## src/rtl/instr_pipe_if.sv

```systemverilog
// Signal bundle between fetch/hazard logic and the D/E/M/W instruction-register bank.
// The master drives fetch and stall; the slave (the pipe) returns per-stage state.
interface instr_pipe_if #(
    parameter int STALL_CNT_W = 16
);
    logic [31:0]            IR_F;
    logic [31:0]            PC_F;
    logic                   stall;

    logic [31:0]            IR_D;
    logic [31:0]            IR_E;
    logic [31:0]            IR_M;
    logic [31:0]            IR_W;
    logic [31:0]            PC8_D;
    logic [31:0]            PC8_E;
    logic [31:0]            PC8_M;
    logic [31:0]            PC8_W;
    logic [4:0]             A3_E;
    logic [4:0]             A3_M;
    logic [4:0]             A3_W;
    logic [1:0]             Tnew_E;
    logic [1:0]             Tnew_M;
    logic [STALL_CNT_W-1:0] stall_cnt;

    modport master (
        output IR_F, PC_F, stall,
        input  IR_D, IR_E, IR_M, IR_W,
        input  PC8_D, PC8_E, PC8_M, PC8_W,
        input  A3_E, A3_M, A3_W, Tnew_E, Tnew_M, stall_cnt
    );

    modport slave (
        input  IR_F, PC_F, stall,
        output IR_D, IR_E, IR_M, IR_W,
        output PC8_D, PC8_E, PC8_M, PC8_W,
        output A3_E, A3_M, A3_W, Tnew_E, Tnew_M, stall_cnt
    );
endinterface

```

## src/rtl/instr_pipe.sv

```systemverilog
// Pipeline instruction-register bank: carries IR, PC+8, destination GPR and Tnew
// from fetch through D/E/M/W, with stall (freeze D, bubble E) and a saturating stall counter.
module instr_pipe #(
    parameter int STALL_CNT_W = 16
) (
    input  logic         clk,
    input  logic         reset_n,
    instr_pipe_if.slave  bus
);
    localparam logic [5:0] OP_RTYPE = 6'd0;
    localparam logic [5:0] OP_JAL   = 6'd3;
    localparam logic [5:0] OP_ANDI  = 6'd12;
    localparam logic [5:0] OP_ORI   = 6'd13;
    localparam logic [5:0] OP_LUI   = 6'd15;
    localparam logic [5:0] OP_COP0  = 6'd16;
    localparam logic [5:0] OP_LW    = 6'd35;
    localparam logic [5:0] FN_JR    = 6'd8;

    localparam logic [STALL_CNT_W-1:0] CNT_ONE = STALL_CNT_W'(1);
    localparam logic [STALL_CNT_W-1:0] CNT_MAX = '1;

    logic [31:0]            ir_d, ir_e, ir_m, ir_w;
    logic [31:0]            pc8_d, pc8_e, pc8_m, pc8_w;
    logic [4:0]             a3_e, a3_m, a3_w;
    logic [1:0]             tnew_e, tnew_m;
    logic [STALL_CNT_W-1:0] stall_cnt;

    logic [5:0]             d_op;
    logic [5:0]             d_fn;
    logic [4:0]             d_rs;
    logic [4:0]             d_rt;
    logic [4:0]             d_rd;
    logic                   d_is_mfc0;
    logic [4:0]             d_a3;
    logic [1:0]             d_tnew;
    logic [1:0]             e_tnew_dec;
    logic [31:0]            pc8_f;

    assign d_op      = ir_d[31:26];
    assign d_rs      = ir_d[25:21];
    assign d_rt      = ir_d[20:16];
    assign d_rd      = ir_d[15:11];
    assign d_fn      = ir_d[5:0];
    assign d_is_mfc0 = (d_op == OP_COP0) && (d_rs == 5'd0);

    // Wraps naturally mod 2^32.
    assign pc8_f = bus.PC_F + 32'd8;

    always_comb begin
        d_a3   = 5'd0;
        d_tnew = 2'd0;
        case (d_op)
            OP_RTYPE: begin
                if (d_fn != FN_JR) begin
                    d_a3   = d_rd;
                    d_tnew = 2'd1;
                end
            end
            OP_ANDI, OP_ORI, OP_LUI: begin
                d_a3   = d_rt;
                d_tnew = 2'd1;
            end
            OP_LW: begin
                d_a3   = d_rt;
                d_tnew = 2'd2;
            end
            OP_COP0: begin
                if (d_is_mfc0) begin
                    d_a3   = d_rt;
                    d_tnew = 2'd2;
                end
            end
            // JAL's link value already sits in PC8_E, so it is ready at once.
            OP_JAL: begin
                d_a3   = 5'd31;
                d_tnew = 2'd0;
            end
            default: begin
                d_a3   = 5'd0;
                d_tnew = 2'd0;
            end
        endcase
    end

    assign e_tnew_dec = (tnew_e == 2'd0) ? 2'd0 : (tnew_e - 2'd1);

    always_ff @(posedge clk) begin
        if (!reset_n) begin
            ir_d      <= 32'd0;
            pc8_d     <= 32'd0;
            ir_e      <= 32'd0;
            pc8_e     <= 32'd0;
            a3_e      <= 5'd0;
            tnew_e    <= 2'd0;
            ir_m      <= 32'd0;
            pc8_m     <= 32'd0;
            a3_m      <= 5'd0;
            tnew_m    <= 2'd0;
            ir_w      <= 32'd0;
            pc8_w     <= 32'd0;
            a3_w      <= 5'd0;
            stall_cnt <= '0;
        end else begin
            ir_w   <= ir_m;
            pc8_w  <= pc8_m;
            a3_w   <= a3_m;

            ir_m   <= ir_e;
            pc8_m  <= pc8_e;
            a3_m   <= a3_e;
            tnew_m <= e_tnew_dec;

            if (bus.stall) begin
                // Bubble into E is IR 0, the canonical sll $0 NOP.
                ir_e   <= 32'd0;
                pc8_e  <= 32'd0;
                a3_e   <= 5'd0;
                tnew_e <= 2'd0;
                if (stall_cnt != CNT_MAX) begin
                    stall_cnt <= stall_cnt + CNT_ONE;
                end
            end else begin
                ir_e   <= ir_d;
                pc8_e  <= pc8_d;
                a3_e   <= d_a3;
                tnew_e <= d_tnew;
                ir_d   <= bus.IR_F;
                pc8_d  <= pc8_f;
            end
        end
    end

    assign bus.IR_D      = ir_d;
    assign bus.IR_E      = ir_e;
    assign bus.IR_M      = ir_m;
    assign bus.IR_W      = ir_w;
    assign bus.PC8_D     = pc8_d;
    assign bus.PC8_E     = pc8_e;
    assign bus.PC8_M     = pc8_m;
    assign bus.PC8_W     = pc8_w;
    assign bus.A3_E      = a3_e;
    assign bus.A3_M      = a3_m;
    assign bus.A3_W      = a3_w;
    assign bus.Tnew_E    = tnew_e;
    assign bus.Tnew_M    = tnew_m;
    assign bus.stall_cnt = stall_cnt;
endmodule

```

## src/flat_wrapper.sv

```systemverilog
// flat-port wrapper written by rule: the top's interface ports become plain ports
module instr_pipe_flat 
#(
    parameter int STALL_CNT_W = 16
)
  (clk, reset_n, bus_IR_F, bus_PC_F, bus_stall, bus_IR_D, bus_IR_E, bus_IR_M, bus_IR_W, bus_PC8_D, bus_PC8_E, bus_PC8_M, bus_PC8_W, bus_A3_E, bus_A3_M, bus_A3_W, bus_Tnew_E, bus_Tnew_M, bus_stall_cnt);
  instr_pipe_if #(.STALL_CNT_W(STALL_CNT_W)) bus_i ();
  input  logic clk;
  input  logic reset_n;
  input wire logic [$bits(bus_i.IR_F)-1:0] bus_IR_F;
  input wire logic [$bits(bus_i.PC_F)-1:0] bus_PC_F;
  input wire logic [$bits(bus_i.stall)-1:0] bus_stall;
  output wire logic [$bits(bus_i.IR_D)-1:0] bus_IR_D;
  output wire logic [$bits(bus_i.IR_E)-1:0] bus_IR_E;
  output wire logic [$bits(bus_i.IR_M)-1:0] bus_IR_M;
  output wire logic [$bits(bus_i.IR_W)-1:0] bus_IR_W;
  output wire logic [$bits(bus_i.PC8_D)-1:0] bus_PC8_D;
  output wire logic [$bits(bus_i.PC8_E)-1:0] bus_PC8_E;
  output wire logic [$bits(bus_i.PC8_M)-1:0] bus_PC8_M;
  output wire logic [$bits(bus_i.PC8_W)-1:0] bus_PC8_W;
  output wire logic [$bits(bus_i.A3_E)-1:0] bus_A3_E;
  output wire logic [$bits(bus_i.A3_M)-1:0] bus_A3_M;
  output wire logic [$bits(bus_i.A3_W)-1:0] bus_A3_W;
  output wire logic [$bits(bus_i.Tnew_E)-1:0] bus_Tnew_E;
  output wire logic [$bits(bus_i.Tnew_M)-1:0] bus_Tnew_M;
  output wire logic [$bits(bus_i.stall_cnt)-1:0] bus_stall_cnt;
  assign bus_i.IR_F = bus_IR_F;
  assign bus_i.PC_F = bus_PC_F;
  assign bus_i.stall = bus_stall;
  assign bus_IR_D = bus_i.IR_D;
  assign bus_IR_E = bus_i.IR_E;
  assign bus_IR_M = bus_i.IR_M;
  assign bus_IR_W = bus_i.IR_W;
  assign bus_PC8_D = bus_i.PC8_D;
  assign bus_PC8_E = bus_i.PC8_E;
  assign bus_PC8_M = bus_i.PC8_M;
  assign bus_PC8_W = bus_i.PC8_W;
  assign bus_A3_E = bus_i.A3_E;
  assign bus_A3_M = bus_i.A3_M;
  assign bus_A3_W = bus_i.A3_W;
  assign bus_Tnew_E = bus_i.Tnew_E;
  assign bus_Tnew_M = bus_i.Tnew_M;
  assign bus_stall_cnt = bus_i.stall_cnt;
  instr_pipe #(.STALL_CNT_W(STALL_CNT_W)) u_core (.clk(clk), .reset_n(reset_n), .bus(bus_i));
endmodule
```

## config.mk

```make
export PLATFORM = sky130hd
export DESIGN_NAME = instr_pipe_flat
export DESIGN_NICKNAME = d
export VERILOG_FILES = /design/src/rtl/instr_pipe_if.sv /design/src/rtl/instr_pipe.sv /design/src/flat_wrapper.sv
export SDC_FILE = /design/constraint.sdc
export NUM_CORES = 1
export LEC_CHECK = 0
export CAP_MARGIN = 20
export CORE_ASPECT_RATIO = 1.25
export CORE_MARGIN = 8
export CORE_UTILIZATION = 38
export DETAILED_ROUTE_END_ITERATION = 8
export HOLD_SLACK_MARGIN = 0.02
export PLACE_DENSITY = 0.74
export SYNTH_ARGS = -nofsm -noshare
export SYNTH_HDL_FRONTEND = slang
export SYNTH_SLANG_ARGS = --single-unit
```

## constraint.sdc

```tcl
create_clock -name clk -period 4 [get_ports clk]
set_input_delay 0.8 -clock clk [delete_from_list [all_inputs] [get_ports clk]]
set_output_delay 0.8 -clock clk [all_outputs]
set_load 0.02 [all_outputs]
```

Word-level counts from Yosys, hierarchy flattened
Index checks and enable logic that the tools add are counted.
{"block": "op_classes", "n_addsub": 3, "n_eq_ne": 8, "mux": 6, "bitwise_logic": 1, "reduce_logical": 9}
{"op": "$add A32 B4 Y32 const B", "count": 1}
{"op": "$pmux W5 S4", "count": 1}
{"op": "$eq A6 B4 Y1 const B", "count": 3}
{"op": "$add A16 B1 Y16 const B", "count": 1}
{"op": "$ne A16 B16 Y1 const B", "count": 1}
{"op": "$mux W5", "count": 2}
{"op": "$pmux W2 S4", "count": 1}
{"op": "$eq A6 B2 Y1 const B", "count": 1}
{"op": "$eq A6 B5 Y1 const B", "count": 1}
{"op": "$eq A6 B6 Y1 const B", "count": 1}
{"op": "$logic_not A6 Y1", "count": 1}
{"op": "$ne A6 B4 Y1 const B", "count": 1}
{"op": "$logic_not A5 Y1", "count": 1}
{"op": "$reduce_or A2 Y1", "count": 2}
{"op": "$reduce_or A4 Y1", "count": 1}
{"op": "$reduce_or A3 Y1", "count": 1}
{"op": "$logic_not A2 Y1", "count": 1}
{"op": "$mux W2", "count": 1}
{"op": "$reduce_and A2 Y1", "count": 1}
{"op": "$sub A2 B1 Y2 const B", "count": 1}
{"op": "$logic_and A1 B1 Y1", "count": 1}
{"op": "$mux W1", "count": 1}
{"op": "$not A1 Y1", "count": 1}
{"block": "totals", "reg_bits": 291, "in_bits": 67}

Depth between registers and ports, before layout
{"block": "depth", "word_depth": 4, "ltp_mapped": 7, "depth_no_buf": 6}

Least setup slack after synthesis
OpenSTA, ideal clock, no wires.
{"block": "synth_timing", "path_type": "input to register", "start": "input bus_stall", "end": "register u_core.stall_cnt[15] (netlist: u_core.bus.stall_cnt[15])", "setup_time_ns": 0.128, "t_arrival_ns": 1.946, "required_ns": 3.872, "path_slack_ns": 1.926, "stages": 7, "path_buffers": 2, "cell_sequence": "buf_2 > nand4_1 > or2_2 > clkbuf_1 > nor4_1 > xnor2_1 > nor2_1"}
{"block": "synth_via", "elab_chain_cells": 1}
{"element": "start, declared", "line_no": "flat_wrapper.sv:12", "text": "input wire logic [$bits(bus_i.stall)-1:0] bus_stall;"}
{"element": "$reduce_and A2 Y1 (no source line)"}
{"element": "end signal, assigned", "line_no": "instr_pipe.sv:120", "text": "stall_cnt <= stall_cnt + CNT_ONE;"}
{"element": "end, declared", "line_no": "instr_pipe.sv:26", "text": "logic [STALL_CNT_W-1:0] stall_cnt;"}
No other way between the ends.
A chain may end at the register's enable or synchronous reset.

Worst setup path in the final report
{"block": "layout_timing", "start": "register u_core.ir_d[30] (netlist: u_core.bus.IR_D[30])", "end": "output bus_IR_D[30]"}
{"element": "start, declared", "line_no": "instr_pipe.sv:22", "text": "logic [31:0] ir_d, ir_e, ir_m, ir_w;"}
{"element": "start signal, assigned", "line_no": "instr_pipe.sv:127", "text": "ir_d <= bus.IR_F;"}
{"element": "end, declared", "line_no": "flat_wrapper.sv:13", "text": "output wire logic [$bits(bus_i.IR_D)-1:0] bus_IR_D;"}
No word-level cell between the ends.

==> results.md <==
* Fin crit share at 63.5%
* Clock transition at the registers of the reported paths at 0.07 ns
* Die height at approximately 190 µm
* Worst Hold Class: reg -> reg
* Most frequent cells in the layout: 355 x clkdlybuf4s50_1, 291 x dfxtp_1, 140 x and2_1
* FFs w/ async S/R, synth at 0%
* Top Layer Used: met5
* Leak at 0.00569 µW
* Startpoint types: register
* Crit path buf inv count at 1
* Starting DRT DRC Count at between 200 and 250
* Final Slew Violations at 0
* Worst Hold Path Cells at 1
* Met2 WL at 14,600 µm
* Per-cell routed wire length at 18.5 µm
* Clk root buf: clkbuf_16
* Fin Setup TNS at 0 ns
* Crit-path max FO at 9
* R2R Setup Slk at around 1.9 ns
* Distinct cell type count after synthesis at 45
* Hold_buf cts at 0
* Worst setup endpoint: bus_IR_D[30]
* Synthesized flop and latch total at slightly below 300
* Max clock buf depth at 3
* Initial Utilization at 38.4%
* Area Overhead vs Synth at 52.0%
* Hold slack at 0.439 ns
* DRT Wirelength at ~29,000 µm
* GPL Wtd Cong at ~0.84
* Post-synth EDFFs at 0
* Cell Area, Synth at 9350 µm²
* Outcome: finished clean
* DRT met1 WL at 11,300 µm
* Die X-Extent at 156 µm
* Pre-CTS WS at between 1 and 1.5 ns
* Via count at 7,140
* Grt total ovfl at 0
* Reg2reg path depth at 5
* CP max-delay cell: clkdlybuf4s50_1
* P per Cell Area at 456 nW/µm²
* Final setup viols at 0
* GRT Util Overall at 18.3%
* Seq/Total Area, Yosys at 62.3%
* YS warnings at 0
* Clock latency on the worst-skew pair at roughly 0.53 ns
* Worst Hold Launch: u_core.bus.Tnew_E[0]
* DRT antenna net count at 0
* Relative slew slack at slightly above 40%
* Largest delay contributor family on the critical path: buffers and inverters
* Core footprint at roughly 24,000 µm²
* Largest net degree at the start of global routing at 229
* Drt pass-1 iters at 6
* HPWL after detailed placement at 21,700 µm
* Critical Path Max Stage Delay at 0.69 ns
* R2R Path End: u_core.bus.A3_E[4]
* CP startpoint: u_core.bus.IR_D[30]
* Most used flip-flop cell after synthesis: dfxtp_1
* Max VDD drop at 0.342 mV
* First-pass GRT wire length at 42,700 µm
* Worst EP required at approximately 3.2 ns
* Setup bufs post-CTS at 0
* Layout Skew at 0.0108 ns
* Hold Fails Final Rpt at 0
* Register area at roughly 6000 µm²
* WL met3 at 2210 µm
* Die Area at 29,900 µm²
* Final worst slack at ~1.5 ns
* I/O pin count at 358
* # rows at 64
* Worst path depth at 1
* Vias in the first global route at 7,006
* CTS Sinks at 291
* Syn avg cell area at ~11 µm²
* Crit path arrival time at 1.74 ns
* Launch point of the worst reg-to-reg path: u_core.bus.IR_D[0]
* DRC viols at 0
* Vias/cell at 4.57
* Multi-input gate area at 3270 µm²
* Worst-Margin Slew at 0.890 ns
* H-tree Lvls at 1
* Max-cap violations at 0
* Crit Path Category: reg -> out
* CTS tree: done
* Layout cells sized above 1 at 5.78%
* Unrepaired setup endpoints after global routing: false
* Fmax at 394 MHz
* Port bufs at between 300 and 400
* Final min period at 2.54 ns
* Post-CTS sizing at 0
* Net count after synthesis at 939
* Gate Count Post-Synth at just under 900
* FILL cells at 2,091
* Most common cell after layout, fill and taps aside: clkdlybuf4s50_1
* Worst-path cell chain: clkdlybuf4s50_1
* Cts bufs inserted at 28
* Final nets at approximately 1.3k
* Initial antenna violation count at 7
* CP endpoint kind: output pin
-- logic make-up (layout without fill, tap and decap cells) --
kind of cell,Yosys count,count (layout),synth area share (%)
other,0,3,0
muxes,37,37,3.96
DFF,291,291,62.3
adders and majority gates,3,3,0.401
AOI/OAI and AO/OA,70,70,4.39
xor gates and xnor gates,37,37,3.47
buffers and inverters,65,425,2.74
and+or+nand+nor,366,366,22.7
-- sequential cells by signal (all words and copies together) (netlist names) --
signal                count
u_core.bus.PC8_E         32
u_core.bus.A3_E           5
u_core.bus.IR_D          32
u_core.bus.IR_W          32
u_core.bus.A3_M           5
u_core.bus.A3_W           5
u_core.bus.IR_M          32
u_core.bus.Tnew_E         2
u_core.bus.PC8_M         32
u_core.bus.PC8_W         32
u_core.bus.PC8_D         32
u_core.bus.Tnew_M         2
u_core.bus.stall_cnt     16
u_core.bus.IR_E          32
-- where the power goes --
part           total, µW  switching, µW  leakage (µW)  internal (µW)
registers           3040           61.6       0.00237           2980
clock network       2910           1110      0.000510           1800
logic                541            284       0.00281            257
-- routing by layer --
metal	global-route usage (%)	vias to the layer above
met5	0	-
met4	6.85	8
met3	5.23	58
met2	31.9	234
met1	20.9	3267
li1	-	3573
-- stage by stage --
step	area (µm²)	util, %	instances	total power [µW]
3_5_place_dp	13200	54.1	1507	3650
6_report	14200	58.4	1562	6480
5_1_grt	14200	58.4	1562	6710
3_3_place_gp	13200	54.1	1507	3640
2_1_floorplan	9350	-	869	3340
4_1_cts	14200	58.4	1559	6550
-- final cells by class --
cell class,count,area share (%)
clock inverter,12,1.39
sequential,291,41.0
tap,330,2.91
multi-input combinational,513,23.0
timing repair buffer,361,25.4
clock buffer,40,5.96
inverter,12,0.317
antenna,3,0.0528
-- synthesized netlist by cell type (11+ instances only) --
cell type	n	share of area (%)
nor2_1	70	2.8
and2_1	140	9.4
nand2_1	21	0.84
inv_1	11	0.44
nor3_1	16	0.86
dfxtp_1	291	62
nand3_1	18	0.96
clkbuf_1	42	1.7
o21ai_0	26	1.4
xor2_1	13	1.2
a21oi_1	27	1.4
and3_1	67	4.5
xnor2_1	24	2.2
mux2i_1	37	4.0
-- worst min path at each step --
stage                     slack [ns]              endpoint
after CTS                       0.45  u_core.bus.Tnew_M[0]
after floorplan                 0.50  u_core.bus.Tnew_M[0]
after detailed placement        0.44  u_core.bus.Tnew_M[0]
after global routing            0.47  u_core.bus.Tnew_M[0]
final                           0.44  u_core.bus.Tnew_M[0]
after global placement          0.43  u_core.bus.Tnew_M[0]
Note: power is estimated with default switching activity, not from simulation.
